===== src/rtl/zle_param.sv =====
// Zero run-length encoder: literals pass through, zero runs (1..2^CW-1) collapse to one run word, EOS flushes a pending run.
// Latency 1 cycle; one output register; i_b rises while the output is stalled or a second token is queued behind a run word.
module zle_param #(
    parameter int  DW = 3,
    parameter int  CW = 3,
    localparam int PW = (DW > CW) ? DW : CW,
    localparam int OW = 1 + PW
) (
    input  logic          clock,
    input  logic          reset,
    input  logic [DW-1:0] i_d,
    input  logic          i_e,
    input  logic          i_v,
    output logic          i_b,
    output logic [OW-1:0] o_d,
    output logic          o_e,
    output logic          o_v,
    input  logic          o_b
);

    localparam logic [CW-1:0] MAX    = '1;
    localparam logic [CW-1:0] MAX_M1 = MAX - CW'(1);

    typedef enum logic [1:0] {ST_START, ST_ZEROS, ST_HOLD} state_t;

    state_t          state_q, state_d;
    logic [CW-1:0]   cnt_q, cnt_d;
    logic            pend_eos_q, pend_eos_d;
    logic [DW-1:0]   pend_dat_q, pend_dat_d;
    logic [OW-1:0]   word_q, word_d;
    logic            eos_q, eos_d;
    logic            vld_q, vld_d;

    logic pend;
    logic slot_free;
    logic accept;
    logic zero_in;
    logic at_limit;

    assign pend      = (state_q == ST_HOLD);
    assign slot_free = !vld_q || !o_b;
    assign i_b       = reset || pend || (vld_q && o_b);
    assign accept    = i_v && !i_b;
    assign zero_in   = !i_e && (i_d == '0);
    assign at_limit  = (cnt_q == MAX_M1);

    assign o_d = word_q;
    assign o_e = eos_q;
    assign o_v = vld_q;

    always_ff @(posedge clock) begin
        if (reset) begin
            state_q    <= ST_START;
            cnt_q      <= '0;
            pend_eos_q <= 1'b0;
            pend_dat_q <= '0;
            word_q     <= '0;
            eos_q      <= 1'b0;
            vld_q      <= 1'b0;
        end else begin
            state_q    <= state_d;
            cnt_q      <= cnt_d;
            pend_eos_q <= pend_eos_d;
            pend_dat_q <= pend_dat_d;
            word_q     <= word_d;
            eos_q      <= eos_d;
            vld_q      <= vld_d;
        end
    end

    always_comb begin
        state_d = state_q;
        case (state_q)
            ST_START, ST_ZEROS: begin
                if (accept) begin
                    if (zero_in) state_d = at_limit ? ST_START : ST_ZEROS;
                    else         state_d = (cnt_q == '0) ? ST_START : ST_HOLD;
                end
            end
            ST_HOLD: if (slot_free) state_d = ST_START;
            default: state_d = ST_START;
        endcase
    end

    // A run word is emitted first; the token that ended the run waits in pend_* for the next free slot.
    always_comb begin
        cnt_d      = cnt_q;
        pend_eos_d = pend_eos_q;
        pend_dat_d = pend_dat_q;
        word_d     = word_q;
        eos_d      = eos_q;
        vld_d      = slot_free ? 1'b0 : vld_q;
        if (state_q == ST_HOLD) begin
            if (slot_free) begin
                vld_d  = 1'b1;
                eos_d  = pend_eos_q;
                word_d = pend_eos_q ? '0 : {1'b0, PW'(pend_dat_q)};
            end
        end else if (accept) begin
            if (zero_in) begin
                if (at_limit) begin
                    vld_d  = 1'b1;
                    eos_d  = 1'b0;
                    word_d = {1'b1, PW'(MAX)};
                    cnt_d  = '0;
                end else begin
                    cnt_d = cnt_q + CW'(1);
                end
            end else if (cnt_q == '0) begin
                vld_d  = 1'b1;
                eos_d  = i_e;
                word_d = i_e ? '0 : {1'b0, PW'(i_d)};
            end else begin
                vld_d      = 1'b1;
                eos_d      = 1'b0;
                word_d     = {1'b1, PW'(cnt_q)};
                cnt_d      = '0;
                pend_eos_d = i_e;
                pend_dat_d = i_d;
            end
        end
    end

endmodule


===== config.mk =====
export PLATFORM = sky130hd
export DESIGN_NAME = zle_param
export DESIGN_NICKNAME = d
export VERILOG_FILES = /design/src/rtl/zle_param.sv
export SDC_FILE = /design/constraint.sdc
export NUM_CORES = 1
export LEC_CHECK = 0
export CELL_PAD_IN_SITES_DETAIL_PLACEMENT = 1
export CELL_PAD_IN_SITES_GLOBAL_PLACEMENT = 1
export CORE_MARGIN = 3
export CORE_UTILIZATION = 39
export DETAILED_ROUTE_END_ITERATION = 8
export GPL_TIMING_DRIVEN = 0
export HOLD_SLACK_MARGIN = 0.06
export PLACE_DENSITY = 0.91
export SYNTH_ARGS = -nofsm -noshare
export SYNTH_HDL_FRONTEND = slang
export SYNTH_SLANG_ARGS = --single-unit

===== constraint.sdc =====
create_clock -name clock -period 3.19 [get_ports clock]
set_clock_uncertainty 0.1 [all_clocks]
set_input_delay 0.638 -clock clock [delete_from_list [all_inputs] [get_ports clock]]
set_output_delay 0.638 -clock clock [all_outputs]
set_load 0.005 [all_outputs]

==> parameters.txt, run 1 <==
Parameter                              Value

Run status
  Status    complete, no violations

Setup path
  Endpoint of the lowest-slack register-to-register path    o_d[3]$_SDFFE_PP0P_
  Slack of the worst reg-to-reg path    1.34 ns
  Setup Crit Path Kind    input port to output pin
  Chain of cells forming the critical path    clkdlybuf4s50_1 -> nand2_1 -> nand3b_1 -> clkdlybuf4s50_1
  Startpoint of the worst register-to-register path    cnt_q[0]$_SDFFE_PP0P_
  Top delay family on crit path    buffers and inverters
  Critical path arrival    2.00 ns
  Critical path endpoint category    output pin
  Most used cell along the critical path    clkdlybuf4s50_1
  Critical path launch point type    input port
  Number of cells traversed by the worst register-to-register path    5
  Crit path max-delay cell type    clkdlybuf4s50_1
  CP Buf/Inv Count    2
  Data required time at the worst endpoint    2.45 ns
  Largest fanout on the critical path    9
  Crit-path max cell delay    0.52 ns

STA
  Max_slew headroom    0.634
  Setup Total Neg Slack    0 ns
  Number of max-slew violations in the final report    0
  Finish-stage setup viols    0
  Final critical-path share of the clock period    0.858
  Number of failing hold endpoints at the final stage    0
  Fmax achieved    365 MHz
  Pin slew with the least headroom to its limit    0.545 ns
  RSZ-0062 raised after global routing    no
  Clock period minus final worst setup slack    2.74 ns

Placed design
  Cell area after placement    960 sq um
  Placer Congestion    0.803
  HPWL Detailed    1580 um
  Port Buf Inserts    13

Drt
  Vias    796
  Number of design rule violations left after detail routing    0
  First-pass DRT Iterations    3
  Drt initial violations    7
  Wire per inst    14.8 um
  Number of vias per cell    5.73
  Count of nets left with antenna violations after detail routing    0
  Wire length reported by the detailed router    2060 um

CTS
  Inserted Clock Buffers    3
  Count of instances resized after the clock tree is built    0
  Insertion delay of the later-clocked pin in the worst-skew pair    0.28 ns
  H-tree depth    1
  CTS hold repair buffers    0
  Post-CTS setup buffer count    0
  Root buffer selected by CTS    clkbuf_4
  Clock net sink count    15
  Buffers from clock root to sink, at most    2
  Clock transition at the registers of the reported paths    0.08 ns
  CTS tree    built

GRT
  Total global routing track utilization    0.182
  Maximum number of pins on one net before global-route repair    11
  First-pass GRT wire length    3600 um
  Overflow left after global routing    0
  Antenna violations before repair    0
  Vias in the first global route    790

Yosys
  Number of synthesis warnings    0
  Flop and latch count out of synthesis    15
  Sequential element share of the synthesized area    0.376
  Avg Inst Size Synth    8.23 sq um
  Number of different library cells in the post-synthesis netlist    30
  Mapped Nets    105
  Mapped cell area    798 sq um
  Gate Count Post-Synth    97

Hold path
  Worst min-delay path startpoint    o_d[0]$_SDFFE_PP0P_
  Min-delay worst type    flip-flop to flip-flop
  Hold path cells    2
  Terminating pin of the worst hold path    o_d[0]$_SDFFE_PP0P_

Die
  DIE WIDTH    51.2 um
  I/O pin count    15
  Cell row count    15
  Die Area    2630 sq um
  Chip Height    51.2 um
  Initial core utilization    0.438
  Total core area    1820 sq um

Finish
  Area of the multi-input gates    450 sq um
  Number of antenna cells inserted    0
  Total of fill cells in the finished design    231
  Final std cell area, no fill    986 sq um
  FF+latch area    300 sq um
  Layout cells sized above 1    0.0702
  Number of nets in the finished design    123
  Synth-to-layout area growth    23.5%

Power
  Max IR drop VDD    256 uV
  Power density relative to cell area    352 nW/um^2
  Leakage power    0.327 nW

Run
  Maximum Capacitance Violations    0
==> power breakdown <==
part,switching [mW],internal [mW]
clock network,0.0571,0.0485
registers,0.00185,0.190
logic,0.0255,0.0233
total,0.0845,0.262
==> how the worst max path moves through the flow <==
| stage | startpoint | end | slack (ns) | cells past startpoint |
|---|---|---|---|---|
| after floorplan | reset | o_d[3]$_SDFFE_PP0P_ | 1.28 | 5 |
| after global placement | o_b | i_b | 0.49 | 4 |
| after detailed placement | o_b | i_b | 0.46 | 4 |
| after CTS | o_b | i_b | 0.46 | 4 |
| after global routing | o_b | i_b | 0.37 | 4 |
| final | o_b | i_b | 0.45 | 4 |
==> worst min-delay path, delay by kind of cell, from the launching register on <==
kind | cells | cell delay [ns]
compound gates | 1 | 0.05
flops | 1 | 0.32
simple gates | 1 | 0.06
==> cells in the mapped netlist (all sizes together) <==
library cell	instances	area, sq um
dfxtp	15	300
a21oi	12	63.8
nand3	11	55.1
nand2	8	30.0
o21ai	8	40.0
a2111o	4	45.0
clkbuf	4	15.0
buf	3	21.3
inv	3	11.3
nor2	3	11.3
nor2b	3	18.8
o2111ai	3	26.3
a31oi	2	12.5
nand2b	2	12.5
nand3b	2	15.0
nor4	2	27.5
or3	2	12.5
a211oi	1	7.51
a221o	1	10.0
a22o	1	8.76
and3	1	6.26
nand4	1	6.26
nor3	1	5.00
o311a	1	10.0
o32a	1	10.0
or3b	1	8.76
or4	1	7.51
==> routing by layer <==
| metal | track usage | wire length [um] | share of wire |
|---|---|---|---|
| met2 | 0.326 | 1050 | 0.51 |
| met4 | 0.0175 | 8 | 0.0039 |
| met3 | 0.0612 | 64 | 0.031 |
| met5 | 0 | 0 | 0 |
| met1 | 0.218 | 938 | 0.46 |
==> cell type report <==
type / count / area share
Sequential cell: 15 / 0.305
Inverter: 3 / 0.0114
Multi-Input combinational cell: 72 / 0.457
Timing Repair Buffer: 13 / 0.132
Tap cell: 25 / 0.0317
Clock buffer: 4 / 0.0266
Buffer: 7 / 0.0368
==> cell families (layout without fill, tap and decap cells) <==
kind of cell    count (synthesis)  after routing  synth area share
buf+inv                        10             27            0.0596
flops                          15             15             0.376
simple gates                   38             38             0.271
compound gates                 34             34             0.293
==> flip-flops by register name, summed over array words and instances (netlist names) <==
signal	count
pend_eos_q	1
pend_dat_q	3
state_q	2
o_e	1
o_d	4
o_v	1
cnt_q	3
==> cell usage in the layout (no fill, tap or decap) <==
master / n
buf_6: 1
o32a_1: 1
clkbuf_1: 5
a2111o_1: 4
buf_2: 2
clkbuf_4: 3
a21oi_2: 1
or3_1: 2
o311a_1: 1
o21ai_0: 8
nand2_1: 8
a31oi_1: 2
or3b_1: 1
and3_1: 1
or4_1: 1
a211oi_1: 1
a221o_1: 1
nand3_1: 11
clkdlybuf4s50_1: 13
nor2b_1: 3
a22o_1: 1
a21oi_1: 11
o2111ai_1: 3
nor3_1: 1
nand3b_1: 2
inv_1: 3
nor2_1: 3
nor4_1: 1
nand4_1: 1
nor4_4: 1
nand2b_1: 2
dfxtp_1: 15
==> metrics by stage <==
stage	utilization	instances	setup slack, ns	total power [mW]	hold WS (ns)
6_report	0.542	139	0.453	0.347	0.373
4_1_cts	0.542	139	0.459	0.351	0.380
3_5_place_dp	0.527	135	0.459	0.246	0.368
5_1_grt	0.542	139	0.373	0.366	0.392
2_1_floorplan	-	97	1.28	0.220	0.339
3_3_place_gp	0.527	135	0.494	0.243	0.355
Note: power is estimated with default switching activity, not from simulation.
==> run 2: changes to the inputs <==
Settings changed: SKIP_LAST_GASP set to 1.
==> results of run 2 <==
Same layout as run 1: the final DEF is identical, and so are final timing and power.
==> run 3: changes to the inputs <==
--- a/constraint.sdc
+++ b/constraint.sdc
@@ -3,3 +3,3 @@
 set_input_delay 0.638 -clock clock [delete_from_list [all_inputs] [get_ports clock]]
 set_output_delay 0.638 -clock clock [all_outputs]
-set_load 0.005 [all_outputs]
+set_load 0.1 [all_outputs]
==> parameters.txt, run 3 (synthesis results as in run 1) <==
Parameter                              Value

Die
  Chip Height    51.2 um
  Cell row count    15
  I/O pin count    15
  Die Area    2630 sq um
  Initial core utilization    0.438
  DIE WIDTH    51.2 um
  Total core area    1820 sq um

Power
  Power density relative to cell area    380 nW/um^2
  Leakage power    0.328 nW
  Clock power share    0.283
  Sequential power share    0.514
  NetSw    0.112 mW
  Switching share of total power    0.300
  Max IR drop VDD    256 uV
  Internal    0.262 mW
  Power consumption    0.374 mW
  Combinational share of power    0.203

Setup path
  Data required time at the worst endpoint    2.45 ns
  Critical path endpoint category    output pin
  CP Buf/Inv Count    2
  Crit-path max cell delay    0.87 ns
  Setup Crit Path Kind    input port to output pin
  Critical path launch point type    input port
  Critical path arrival    2.35 ns
  Chain of cells forming the critical path    clkdlybuf4s50_1 -> nand2_1 -> nand3b_1 -> dlygate4sd2_1
  Crit path max-delay cell type    dlygate4sd2_1
  Top delay family on crit path    buffers and inverters
  Largest fanout on the critical path    9

CTS
  Inserted Clock Buffers    3
  Clock net sink count    15
  Buffers from clock root to sink, at most    2
  Insertion delay of the later-clocked pin in the worst-skew pair    0.28 ns
  CTS tree    built
  Root buffer selected by CTS    clkbuf_4
  Clock transition at the registers of the reported paths    0.08 ns
  H-tree depth    1
  Post-CTS setup buffer count    0

Placed design
  Cell area after placement    960 sq um
  Placed cells    135
  Placer Congestion    0.803
  HPWL Detailed    1580 um
  Port Buf Inserts    13

Drt
  Wire length reported by the detailed router    2060 um
  Count of nets left with antenna violations after detail routing    0
  Number of design rule violations left after detail routing    0
  Drt initial violations    7
  Vias    796
  First-pass DRT Iterations    3
  Number of vias per cell    5.73
  Wire per inst    14.8 um

Run status
  Status    complete, no violations

Run
  Maximum Capacitance Violations    0

Finish
  Synth-to-layout area growth    23.4%
  FF+latch area    300 sq um
  Flip-flop count of the largest register after layout    4
  Total of fill cells in the finished design    232
  Core occupancy in the finished layout    0.541
  Layout cells sized above 1    0.0702
  Number of nets in the finished design    123
  Most frequent cells in the layout    dfxtp_1, clkdlybuf4s50_1, nand3_1, a21oi_1
  Commonest non-fill, non-tap cell in the layout    dfxtp_1
  Area of the multi-input gates    450 sq um
  Final std cell area, no fill    985 sq um
  Number of non-filler instances in the completed layout    139
  Number of antenna cells inserted    0

STA
  Setup Total Neg Slack    0 ns
  Final critical-path share of the clock period    0.968
  Number of max-slew violations in the final report    0
  Pin slew with the least headroom to its limit    0.973 ns
  Number of failing hold endpoints at the final stage    0
  Finish-stage setup viols    0
  Clock period minus final worst setup slack    3.09 ns
  Fmax achieved    324 MHz
  RSZ-0062 raised after global routing    no
  Max_slew headroom    0.349

GRT
  Maximum number of pins on one net before global-route repair    11
  Antenna violations before repair    0
  Total global routing track utilization    0.183
  Vias in the first global route    790
  Overflow left after global routing    0
  First-pass GRT wire length    3610 um

Hold path
  Min-delay worst type    flip-flop to flip-flop
## run 3: cell types whose count changed in the layout (fill, tap and decap cells not counted)
cell / change
clkdlybuf4s50_1: -1
dlygate4sd2_1: +1
## run 3: power groups by stage
stage / registers [mW] / logic, mW / clock network, mW
3_5_place_dp: 0.197 / 0.0766 / 0
5_1_grt: 0.193 / 0.0808 / 0.119
2_1_floorplan: 0.218 / 0.0294 / 0
6_report: 0.192 / 0.0759 / 0.106
3_3_place_gp: 0.196 / 0.0747 / 0
4_1_cts: 0.192 / 0.0761 / 0.110
## run 3: path summary, 6_finish.rpt
path,endpoint,slack [ns],start,cells past startpoint
max reg2reg,o_d[3]$_SDFFE_PP0P_,1.34,cnt_q[0]$_SDFFE_PP0P_,5
min reg2reg,o_d[0]$_SDFFE_PP0P_,0.37,o_d[0]$_SDFFE_PP0P_,2
min,o_d[0]$_SDFFE_PP0P_,0.37,o_d[0]$_SDFFE_PP0P_,2
max,i_b,0.10,o_b,4
## run 3: per-stage QoR
step	setup WS, ns	hold WS, ns
after global routing	0.0153	0.392
after global placement	-0.140	0.355
after floorplan	0.367	0.339
after CTS	0.108	0.380
final	0.102	0.373
after detailed placement	-0.174	0.368
## run 3: worst register-to-register path, stage by stage, from the launching register on
cell and delay, ns:
dfxtp_1 0.30, buf_2 0.16, nand3b_1 0.24, a221o_1 0.47, or3_1 0.37, a21oi_1 0.13
## run 3: layer usage
layer,track usage,vias to the layer above,share of wire
li1,-,408,-
met1,0.219,377,0.46
met2,0.326,9,0.51
met3,0.0612,2,0.031
met4,0.0175,0,0.0039
met5,0,-,0
## run 3: final cells by class
type,count,area share
flip-flops and latches,15,0.305
repair buffers,13,0.131
plain buffers,7,0.0368
inverters,3,0.0114
well taps,25,0.0318
clock buffers,4,0.0267
multi-input cells,72,0.457
## run 3: timing repair
item	4_1_cts	5_1_grt
setup endpoints to repair	1	0
gates resized for setup	1	0
hold buffers	0	0
==> RTL change (config.mk and constraints of run 1) <==
The parameter `CW` goes from 3 to 6.
--- a/src/rtl/zle_param.sv
+++ b/src/rtl/zle_param.sv
@@ -4,3 +4,3 @@
     parameter int  DW = 3,
-    parameter int  CW = 3,
+    parameter int  CW = 6,
     localparam int PW = (DW > CW) ? DW : CW,
Interface: changed (resized o_d); port bits go from 15 to 18. No check against the original RTL was run, so the function may have changed too.
==> RTL change against run 1 <==
Register-to-register slack lost 0.50 ns. Synthesized area is 44% higher. Routed wire length rose by 56%. Maximum frequency increased by 3.7%. Final area increased by 41%. Hold slack better by 0.013 ns. Sequential cell count rose by 6. Combinational power is 35% higher. Total power grew 35%. Non-clock buffer count is 4 higher. Clock power grew 25%. Setup slack better by 0.098 ns. Die area rose by 39%. Critical path depth up 1. Critical path type is now in2reg.
==> RTL change: results (changes against run 1) <==
| Metric | Value |
|---|---|
| Clock Pin Slew Worst Setup and Hold Paths | `0.12 ns (+0.04 ns)` |
| GRT Total Usage | `19.97% (+1.7 points)` |
| Reg2reg end | `o_d[6]$_SDFFE_PP0P_` |
| Crit-path slowest cell | `or4_1` |
| Syn. warnings | `0 (unchanged)` |
| Routability-driven placement congestion ratio | `0.8212 (+2.2%)` |
| Resized Gates After CTS | `0 (unchanged)` |
| Sink Count | `21 (+6)` |
| Synth unique cells | `39 (+30%)` |
| Routed WL | `3212 um (+56%)` |
| Crit path DAT | `2.76 ns (+0.76 ns)` |
| Largest net degree at the start of global routing | `13 (+2)` |
| Seq/total area | `30.30% (-0.16 points)` |
| VDD IR max | `0.3006 mV (+18%)` |
| GR Util met3 | `2.553% (-3.6 points)` |
| Routed met1 length | `1364 um (+45%)` |
| Port buffer count | `17 (+4)` |
| Routed met2 length | `1602 um (+53%)` |
| Fin Hold WS | `0.3860 ns (+0.01308 ns)` |
| Synth top cells by count | `21 x dfxtp_1, 12 x inv_1, 12 x o21ai_0` |
| Buffers, non-clock | `24 (+20%)` |
| Sw Share | `26.51% (+2.1 points)` |
| Lkg Pwr | `0.4521 nW (+38%)` |
| Pre-CTS WS | `0.2373 ns (-0.2217 ns)` |
| Synthesized net count | `148 (+41%)` |
| Fmax | `379.0 MHz (+3.7%)` |
| Register Area | `420.4 um^2 (+40%)` |
| Filler cells | `338 (+46%)` |
| Combinational power | `0.0658 mW (+35%)` |
| Tot Pwr | `0.4698 mW (+35%)` |
| Max FFs per register | `7 (+3)` |
| Status | `finished clean` |
| Met2 Track Usage GR | `35.49% (+2.9 points)` |
| Share of layout cells above drive strength 1 | `6.329% (-0.69 points)` |
| Placed instance area | `0.001360 mm^2 (+42%)` |
| Critical Path Max Stage Delay | `0.64 ns (+0.12 ns)` |
| Post-layout nets | `170 (+38%)` |
| Post-DP HPWL | `2482 um (+57%)` |
| Dpl cells | `185 (+37%)` |
| Vias per inst | `6.238 (+8.9%)` |
| Slew margin rel. | `31.86% (-32 points)` |
| Clk pwr share | `28.2% (-2.3 points)` |
| Global-route wire length before repair | `5485 um (+52%)` |
| Routed wl met3 | `177 um (+180%)` |
| Yosys top cell area share | `36.52% (-1.1 points)` |
| Hold path start | `pend_dat_q[2]$_SDFFE_PP0P_` |
| WS Path Type | `in2reg` |
| # clk buffers | `3 (-1)` |
| Fraction of area in multi-input gates | `46.44% (+0.75 points)` |
| Reg-to-reg setup timing slack | `0.84 ns (-0.50 ns)` |
| Met1 GRT Util | `25.19% (+3.4 points)` |
| Vias in the first global route | `1,168 (+48%)` |
| Register area share after synthesis | `36.52% (-1.1 points)` |
| Max FO, Critical Path | `7 (-2)` |
| Die W | `60.33 um (+18%)` |
| Worst R2R Start | `cnt_q[2]$_SDFFE_PP0P_` |
-- RTL change: cell count changes after synthesis, sizes merged, moves of 3 or more --
cell    before  now
ha           0    3
a21oi       12    8
o32ai        0    6
a2111o       4    0
inv          3   12
o21ai        8   12
a211oi       1    8
and2         0    3
nand3       11    8
dfxtp       15   21
-- RTL change: kinds of logic (layout without fill, tap and decap cells) --
logic type / after synthesis / count (layout) / share of synthesized area, %
buf+inv: 19 / 40 / 7.500
xor+xnor: 1 / 1 / 0.7610
simple gates: 46 / 46 / 24.13
compound gates: 47 / 47 / 27.83
flops: 21 / 21 / 36.52
fa+ha+maj: 3 / 3 / 3.261
-- RTL change: critical path: cells and delay by family --
family	cells	cell delay [ns]
AOI/OAI and AO/OA	3	0.96
and+or+nand+nor	1	0.64
buffers and inverters	1	0.53
